--- config.mk ---
export PLATFORM = sky130hd
export DESIGN_NAME = serv_alu_seq
export DESIGN_NICKNAME = d
export VERILOG_FILES = /design/src/rtl/serv_alu_seq.sv
export SDC_FILE = /design/constraint.sdc
export NUM_CORES = 1
export LEC_CHECK = 0
export BUFFER_PORTS_ARGS = -buffer_cell sky130_fd_sc_hd__buf_4
export CAP_MARGIN = 30
export CORE_UTILIZATION = 30
export DETAILED_ROUTE_END_ITERATION = 8
export PLACE_DENSITY_LB_ADDON = 0.15
export SLEW_MARGIN = 20
export SYNTH_ARGS = -nofsm -noshare
export SYNTH_HDL_FRONTEND = slang
export SYNTH_SLANG_ARGS = --single-unit
--- constraint.sdc ---
create_clock -name clk -period 5.2 [get_ports clk]
set_clock_uncertainty 0.1 [all_clocks]
set_input_delay 1.04 -clock clk [delete_from_list [all_inputs] [get_ports clk]]
set_output_delay 1.04 -clock clk [all_outputs]
set_load 0.02 [all_outputs]
--- src/rtl/serv_alu_seq.sv ---
// serv_alu_seq -- sequencer that feeds a bit-serial ALU from parallel words.
//
// Accepts a request carrying two parallel operands, streams them LSB first
// to the serial ALU (optionally with an init pass before the run pass),
// gathers the serial result back into a parallel word and holds it until
// the consumer takes it.
//
// Ports
//   clk          clock, all state on the rising edge
//   i_rst        asynchronous active-high reset
//   i_req_valid  request valid
//   o_req_ready  high only while idle
//   i_rs1_word   parallel rs1 operand
//   i_op_b_word  parallel op_b operand
//   i_two_phase  request needs an init pass before the run pass
//   o_en         ALU enable (init and run passes)
//   o_rs1        serial rs1 bit, LSB first
//   o_op_b       serial op_b bit, LSB first
//   o_init       init pass active
//   o_cnt_done   last bit of the current pass
//   i_rd         serial result bit from the ALU
//   o_res_valid  collected result word valid
//   i_res_ready  consumer accepts the result
//   o_res_word   collected parallel result
module serv_alu_seq #(
  parameter int DATA_W = 32
) (
  input  logic              clk,
  input  logic              i_rst,
  input  logic              i_req_valid,
  output logic              o_req_ready,
  input  logic [DATA_W-1:0] i_rs1_word,
  input  logic [DATA_W-1:0] i_op_b_word,
  input  logic              i_two_phase,
  output logic              o_en,
  output logic              o_rs1,
  output logic              o_op_b,
  output logic              o_init,
  output logic              o_cnt_done,
  input  logic              i_rd,
  output logic              o_res_valid,
  input  logic              i_res_ready,
  output logic [DATA_W-1:0] o_res_word
);

  localparam int CNT_W = $clog2(DATA_W);

  typedef enum logic [1:0] {
    IDLE = 2'd0,
    INIT = 2'd1,
    RUN  = 2'd2,
    DONE = 2'd3
  } state_t;

  state_t             state_q;
  logic [CNT_W-1:0]   cnt_q;
  logic [DATA_W-1:0]  rs1_q;
  logic [DATA_W-1:0]  opb_q;
  logic [DATA_W-1:0]  res_q;
  logic               last_bit;

  assign last_bit = (cnt_q == CNT_W'(DATA_W - 1));

  always_ff @(posedge clk or posedge i_rst) begin
    if (i_rst) begin
      state_q <= IDLE;
      cnt_q   <= '0;
      rs1_q   <= '0;
      opb_q   <= '0;
      res_q   <= '0;
    end else begin
      case (state_q)
        IDLE: begin
          if (i_req_valid) begin
            rs1_q   <= i_rs1_word;
            opb_q   <= i_op_b_word;
            cnt_q   <= '0;
            state_q <= i_two_phase ? INIT : RUN;
          end
        end
        INIT: begin
          // Rotate rather than shift so the run pass sees the same words again.
          rs1_q <= {rs1_q[0], rs1_q[DATA_W-1:1]};
          opb_q <= {opb_q[0], opb_q[DATA_W-1:1]};
          cnt_q <= cnt_q + CNT_W'(1);
          if (last_bit) begin
            state_q <= RUN;
          end
        end
        RUN: begin
          rs1_q <= {rs1_q[0], rs1_q[DATA_W-1:1]};
          opb_q <= {opb_q[0], opb_q[DATA_W-1:1]};
          // Result enters at the top so the first run bit lands at bit 0.
          res_q <= {i_rd, res_q[DATA_W-1:1]};
          cnt_q <= cnt_q + CNT_W'(1);
          if (last_bit) begin
            state_q <= DONE;
          end
        end
        DONE: begin
          if (i_res_ready) begin
            state_q <= IDLE;
          end
        end
        default: state_q <= IDLE;
      endcase
    end
  end

  assign o_req_ready = (state_q == IDLE);
  assign o_en        = (state_q == INIT) || (state_q == RUN);
  assign o_init      = (state_q == INIT);
  assign o_cnt_done  = o_en && last_bit;
  assign o_rs1       = rs1_q[0];
  assign o_op_b      = opb_q[0];
  assign o_res_valid = (state_q == DONE);
  assign o_res_word  = res_q;

endmodule
==> impl_results.md <==
- Least-Margin Pin Slew: 672 ps
- Sw power: 1.64 mW
- Setup crit end kind: output pin
- CTS resizes: 0
- Ys flop type: dfrtp_1
- Clock Latency Late Sink: 340 ps
- Longest Clk Path Bufs: 2
- Final setup fails: 0
- Int Pwr: 2.52 mW
- Hold slack final: 381 ps
- Post-Syn Instances: 391
- Via count: 3081
- Worst hold path depth: 2
- Cell variety after synth: 27
- Syn Nets: 467
- Dpl ws: 2350 ps
- IO Pins: 109
- Commonest cells in the netlist: dfrtp_1, nand2_1, mux2i_1, o21ai_0, mux2_2
- Synth top area share: 55.6%
- Share of layout cells above drive strength 1: 33.4%
- Synthesis-to-finish area growth: 26.5%
- Clock share of power: 16.4%
- Nets: 566
- Post-synthesis sequential area ratio: 55.6%
- Die height: 126 um
- Sequential share of power: 33.3%
- Internal reg-to-reg setup slack: 2430 ps
- Row count: 45
- Final core occ: 38.8%
- ANT cells: 0
- Power, Total: 4.16 mW
- Root buffer cell: clkbuf_16
- Crit-path max FO: 4
- Ranking of synthesized cells by area: dfrtp_1, mux2i_1, mux2_2
- Cells after DPL: 665
- Initial Utilization: 30.6%
- Most common cell in the netlist: dfrtp_1
- DRT Wirelength: 9410 um
- Tcrit/Tclk final: 54.3%
- PwrDens: 709 nW/um^2
- Sw Share: 39.3%
- Design Area, Final: 5870 um^2
- Yosys warns: 0
- Core Area: 15100 um^2
- Req. time, crit path: 4060 ps
- Via-per-instance ratio: 4.52
- Post-synth design cell area: 4640 um^2
- Placer congestion estimate: 0.701
- EDFF count, synth: 0
- Max-cap viol count: 0
- Unrepaired setup endpoints after global routing: no
- First-pass GRT wire length: 15800 um
- First drt pass iteration count: 4
- Mean Syn Cell Area: 11.9 um^2
- Critical path launch point type: flip-flop
- Largest net degree at the start of global routing: 81
- Post-DP HPWL: 6260 um
- Worst-path clk slew: 70 ps
- CTS tree: built
- Final WS setup: 2380 ps
- Hold Path Class: flip-flop to flip-flop
- FF-to-FF path depth: 8
- Asr flop ratio synth: 100%
- FILL cells: 1517
- Crit path DAT: 1680 ps
- Final setup TNS: 0 ps
- Max frequency: 354 MHz
- Non-Filler Instances: 682
- Post-DP Area: 5520 um^2
- Die X: 126 um
- Combinational share of power: 50.3%
- Max-slew violations: 0
- CTS sink count: 103
- Maximum VDD drop: 0.367 mV
- Post-DRT Antenna Nets: 0
- Post-CTS Setup Repair Bufs: 0
- Final min period: 2820 ps
- Setup CP Type: flip-flop to output pin
- Static Leak: 2.90 nW
- Die area: 16000 um^2
- Drt initial violations: 175
- Hold Buf Count CTS: 0
- Total GRT Usage: 12.6%
- Initial antenna violation count: 0
- H-tree depth: 3
- Relative slew slack: 55.2%
- GRT overflow: 0
- Vias in the first global route: 3101
- CTS Buf Count: 9
- DRC violations left: 0
- Buffers on Ports: 108
- Status: completed
- Wire per inst: 13.8 um
- Synth area leader: dfrtp_1
- Number of synthesized register bits: 103
- Final Hold Viols: 0
-- state kept, by name (all words and copies together), names as in the netlist --
register    flops
o_res_word     32
opb_q          32
rs1_q          32
cnt_q           5
state_q         2
-- area by class of cell --
| type | count | area [um^2] | share of cell area, % |
|---|---|---|---|
| flip-flops and latches | 103 | 2580 | 43.9 |
| multi-input cells | 257 | 1850 | 31.4 |
| repair buffers | 115 | 896 | 15.3 |
| clock buffers | 11 | 253 | 4.31 |
| well taps | 188 | 235 | 4.01 |
| clock inverters | 4 | 45.0 | 0.767 |
| inverters | 4 | 17.5 | 0.298 |
-- placed cells by master (no fill, tap or decap), types with 2 or more instances in the layout --
master,instances
dfrtp_1,103
mux2i_1,67
ha_1,5
o21ai_0,63
clkbuf_16,9
clkbuf_8,2
buf_4,113
clkinv_2,3
o21ai_1,4
and2_1,2
nor2_1,2
and3_1,2
a32o_1,2
nand2_1,68
inv_1,3
mux2_2,32
-- critical path, stage by stage, from the launching register on --
cell and delay (ps):
dfrtp_1 400, ha_1 230, and3_1 190, ha_1 200, and2_1 160, buf_4 150
-- cells by family after synthesis --
kind of cell    share of synthesized area, %
flops                                   55.6
mux                                     22.7
simple gates                            6.83
compound gates                          8.36
buf+inv                                 4.91
fa+ha+maj                               1.62
-- power by group through the flow --
stage | clock (mW) | sequential, mW | combinational [mW]
final | 0.683 | 1.38 | 2.09
after global routing | 0.736 | 1.44 | 2.36
after CTS | 0.716 | 1.39 | 2.11
after detailed placement | 0 | 1.40 | 2.12
after global placement | 0 | 1.39 | 2.06
after floorplan | 0 | 1.46 | 1.67
-- final timing paths --
check,start,to
min in group asynchronous,i_rst,o_res_word[9]
max reg2reg,state_q[0],cnt_q[3]
min,opb_q[25],opb_q[25]
min reg2reg,opb_q[25],opb_q[25]
max in group asynchronous,i_rst,cnt_q[4]
max,cnt_q[0],o_cnt_done
-- layer usage --
layer,vias to the layer above,share of wire (%),GRT usage [%]
met3,12,3.6,2.61
met4,0,2.2,6.59
met1,1461,48,16.7
met2,56,46,19.5
li1,1552,-,-
met5,-,0,0
No activity file was read; power rests on OpenSTA's default activity.
